`config.mk`:
```
export PLATFORM = sky130hd
export DESIGN_NAME = seq_divider
export DESIGN_NICKNAME = d
export VERILOG_FILES = /design/src/rtl/seq_divider.sv
export SDC_FILE = /design/constraint.sdc
export NUM_CORES = 1
export LEC_CHECK = 0
export CAP_MARGIN = 20
export CORE_MARGIN = 2
export CORE_UTILIZATION = 38
export CTS_BUF_LIST = sky130_fd_sc_hd__clkbuf_4 sky130_fd_sc_hd__clkbuf_8 sky130_fd_sc_hd__clkbuf_16
export CTS_CLUSTER_SIZE = 8
export DETAILED_ROUTE_END_ITERATION = 12
export SKIP_CTS_REPAIR_TIMING = 1
export SLEW_MARGIN = 30
export SYNTH_ARGS = -nofsm -noshare
export SYNTH_HDL_FRONTEND = slang
export SYNTH_SLANG_ARGS = --single-unit
```
`constraint.sdc`:
```
create_clock -name clk -period 3.44 [get_ports clk]
set_clock_uncertainty 0.2 [all_clocks]
set_input_delay 0.344 -clock clk [delete_from_list [all_inputs] [get_ports clk]]
set_output_delay 0.344 -clock clk [all_outputs]
set_load 0.02 [all_outputs]
```
`src/rtl/seq_divider.sv`:
```
// Sequential restoring divider for unsigned N-bit operands.
// One quotient bit is produced per SHIFT/SUB state pair. The A, Q and M
// registers and the controlling FSM all live in this module. All outputs
// are registered, so no input reaches an output combinationally.
module seq_divider #(
  parameter int N = 4
) (
  input  logic         clk,
  input  logic         rst_n,
  input  logic         start,
  input  logic [N-1:0] dividend,
  input  logic [N-1:0] divisor,
  output logic [N-1:0] quotient,
  output logic [N-1:0] remainder,
  output logic         busy,
  output logic         done,
  output logic         div_by_zero
);

  localparam int CW = (N > 1) ? $clog2(N) : 1;
  localparam logic [CW-1:0] LAST = CW'(N - 1);

  typedef enum logic [1:0] {
    IDLE,
    SHIFT,
    SUB,
    DONE
  } state_t;

  state_t          state;
  logic [N:0]      a;
  logic [N-1:0]    q;
  logic [N-1:0]    m;
  logic [CW-1:0]   count;

  logic [N:0]      trial;
  logic [N:0]      next_a;
  logic [N-1:0]    next_q;

  // Trial subtract. A negative result (sign bit set) means the divisor
  // did not fit: keep A as it was and shift a 0 into the quotient.
  always_comb begin
    trial  = a - {1'b0, m};
    next_a = trial[N] ? a : trial;
    next_q = {q[N-1:1], ~trial[N]};
  end

  // Controller and datapath. Result registers are updated only when the
  // FSM enters DONE, so partial quotients never become visible.
  always_ff @(posedge clk or negedge rst_n) begin
    if (!rst_n) begin
      state       <= IDLE;
      a           <= '0;
      q           <= '0;
      m           <= '0;
      count       <= '0;
      quotient    <= '0;
      remainder   <= '0;
      div_by_zero <= 1'b0;
      busy        <= 1'b0;
      done        <= 1'b0;
    end else begin
      case (state)
        IDLE: begin
          done <= 1'b0;
          if (start) begin
            if (divisor != '0) begin
              a           <= '0;
              q           <= dividend;
              m           <= divisor;
              count       <= '0;
              div_by_zero <= 1'b0;
              busy        <= 1'b1;
              state       <= SHIFT;
            end else begin
              quotient    <= '1;
              remainder   <= dividend;
              div_by_zero <= 1'b1;
              done        <= 1'b1;
              state       <= DONE;
            end
          end
        end

        SHIFT: begin
          {a, q} <= {a[N-1:0], q, 1'b0};
          state  <= SUB;
        end

        SUB: begin
          a <= next_a;
          q <= next_q;
          if (count == LAST) begin
            quotient  <= next_q;
            remainder <= next_a[N-1:0];
            busy      <= 1'b0;
            done      <= 1'b1;
            state     <= DONE;
          end else begin
            count <= count + 1'b1;
            state <= SHIFT;
          end
        end

        DONE: begin
          done  <= 1'b0;
          busy  <= 1'b0;
          state <= IDLE;
        end

        default: begin
          busy  <= 1'b0;
          done  <= 1'b0;
          state <= IDLE;
        end
      endcase
    end
  end

endmodule

```
==> qor.yml <==
status:
  status: "finished clean"
setup_path:
  r2r_slack_ps: 790
  worst-path-max-fanout: 5
  r2r_start: "a[0]$_DFFE_PN0P_"
  cp-startpoint: "a[0]$_DFFE_PN0P_"
  worstSetupStartpointType: "register"
  cp-end-kind: "register"
  reg2reg_to: "a[2]$_DFFE_PN0P_"
  arrival_ps: 2650
  worstPathRequired_ps: 3440
  reg2reg_depth: 9
  crit_type: "reg -> reg"
place:
  portBuffers: 21
  gp_congestion: 0.842
  placedInstanceArea_sq_mm: 0.00193
  hpwl_microns: 2930
clock_network:
  clk_pin_slew_ps: 100
  cts_tree: "built"
  clock_sinks: 28
  clockRootBuffer: "clkbuf_8"
  clock_latency_ps: 280
  h-tree-depth: 1
  cts_buffers: 3
  clock_path_buffers: 2
grt:
  overflow: 0
  grt_pass1_wl_microns: 6910
  antenna_found_initial: 0
  grt_max_degree: 29
  gr-usage-all-layers_pct: 17.0
  grt_pass1_vias: 1406
pwr:
  power.density_mw_per_mm2: 1050
  peakVddDrop_uv: 342
  power.leakage_nw: 0.870
logic_synthesis:
  synth_edf_count: 0
  synthCells: 179
  seq_area_frac_synth_pct: 41.4
  synthesis.area_sq_mm: 0.00169
  synthFlopType: "dfrtp_1"
  avgSynthCellArea_sq_um: 9.45
  yosysTopAreaCellShare_pct: 41.4
  synth_seq_cells: 28
  yosysUniqueCellTypes: 44
  synth_fp_nets: 200
  synth_warnings: 0
  synth_top_area_cell: "dfrtp_1"
  netlist_top_cells_area: "dfrtp_1 41%, ha_1 6.7%, nor2_1 4.0%, mux2_2 4.0%, o21ai_0 3.8%"
  async_flop_share_pct: 100
route:
  post_drt_wl_per_cell_microns: 16.0
  routed_wl_microns: 3960
  ant_nets: 0
  dr.pass1.iters: 4
  drt_iter0_drc: 79
  drc: 0
  vias: 1406
  avgViaCountPerCell: 5.67
die:
  start_util_pct: 39.1
  die_y_microns: 70.7
  core_sq_mm: 0.00432
  die_w_microns: 70.7
  boundaryPins: 22
  dieArea_sq_mm: 0.00500
  fp-row-count: 24
run:
  max-cap-violations: 0
hold_path:
  hold_path_class: "in -> async"
timing:
  hold_viol_final: 0
  rsz0062_at_grt: "no"
  post-route-period-util_pct: 77.1
  relSlewSlack_pct: 60.1
  post-route-min-period_ps: 2650
  maxSlewViolCount: 0
  fin_tns_setup_ps: 0
  max_freq_ghz: 0.377
  tightest_slew_ps: 594
  setup_viol: 0
final_layout:
  drive_gt1_share_pct: 9.69
  nFillCells: 402
  num_antenna_cells: 0
  syn2layout_area_growth_pct: 17.5
  final_nets: 218
  design_area_sq_mm: 0.00199
## stage by stage
step | hold slack, ps | total power, W | utilization (%) | instances | setup WS [ps]
2_1_floorplan | -152 | 0.00152 | - | 179 | 1020
3_3_place_gp | 278 | 0.00183 | 44.7 | 244 | 827
3_5_place_dp | 283 | 0.00188 | 44.7 | 244 | 807
4_1_cts | 245 | 0.00209 | 46.0 | 248 | 802
5_1_grt | 254 | 0.00227 | 46.0 | 248 | 602
6_report | 234 | 0.00208 | 46.0 | 248 | 789
## power breakdown
group / internal, W / switching, W / leakage (nW)
clock: 0.000103 / 0.000106 / 0.0288
combinational: 0.000555 / 0.000730 / 0.497
sequential: 0.000479 / 0.000110 / 0.344
total: 0.00114 / 0.000946 / 0.870
## worst max path at each step
stage	slack, ps	end	cells after the start
after global placement	830	a[1]$_DFFE_PN0P_	6
final	790	a[2]$_DFFE_PN0P_	9
after global routing	600	a[2]$_DFFE_PN0P_	9
after detailed placement	810	a[1]$_DFFE_PN0P_	6
after floorplan	1020	q[0]$_DFFE_PN0P_	9
after CTS	800	remainder[2]$_DFFE_PN0P_	9
## worst max-delay path, cell delays in order, from the launching register on
cell and delay, ps:
dfrtp_1 430, inv_1 80, ha_1 140, inv_1 60, fa_1 410, and3_1 200
o21ai_0 360, a21oi_1 130, a311o_1 390, o21ai_0 160
## sequential cells by signal, indices dropped and copies added (netlist names)
register     flops
remainder        4
busy             1
q                4
div_by_zero      1
done             1
count            2
state            2
m                4
a                5
quotient         4
## cell type report
class | instances | area, sq um | area share (%)
well taps | 52 | 65.1 | 3.27
repair buffers | 23 | 225 | 11.3
inverters | 14 | 52.6 | 2.64
flip-flops and latches | 28 | 701 | 35.2
clock buffers | 4 | 55.1 | 2.77
multi-input cells | 127 | 890 | 44.7
## layout by cell type (no fill, tap or decap), types with 3 or more instances in the layout
cell             Yosys  layout
a32oi_1              3       3
nor3_1               3       3
inv_1               13      13
ha_1                 9       9
clkdlybuf4s50_1      0      21
dfrtp_1             28      28
a21oi_1             11      11
nand2_1             10      10
or2_2                3       3
a211oi_1             3       3
a31oi_1              7       7
clkbuf_8             0       4
a21o_1               3       3
nor2_1              18      18
mux2i_1              4       4
mux2_2               6       6
o21ai_0             13      13
nor2b_1              4       4
nand3_1              3       3
## synthesized netlist by cell type, types with 2 or more instances
cell type,number
a32o_1,2
nor2_1,18
a21o_1,3
nor3_1,3
clkbuf_1,4
nor2b_1,4
ha_1,9
or2_2,3
a32oi_1,3
mux2_2,6
buf_2,3
nand2b_1,2
nand2_1,10
a22oi_1,2
xnor2_1,2
mux2i_1,4
a211oi_1,3
a21oi_1,11
buf_4,2
inv_1,13
dfrtp_1,28
a31oi_1,7
nand3_1,3
a2bb2oi_1,2
o21ai_0,13
## per-layer routing
metal  share of wire, %  vias up  global-route usage, %  wire length, microns
met5                  0        -                      0                     0
li1                   -      685                      -                     -
met1                 48      677                   23.6                  1900
met3                4.1        7                   3.70                   161
met2                 47       37                   27.2                  1880
met4               0.68        0                   4.40                    27
## cells by family after synthesis
kind of cell / Yosys count / synth area share, %
simple gates: 47 / 13.5
fa+ha+maj: 10 / 7.84
xor+xnor: 2 / 1.04
compound gates: 58 / 23.9
flops: 28 / 41.4
mux: 10 / 6.36
buf+inv: 24 / 5.99
No activity file was read; power rests on OpenSTA's default activity.
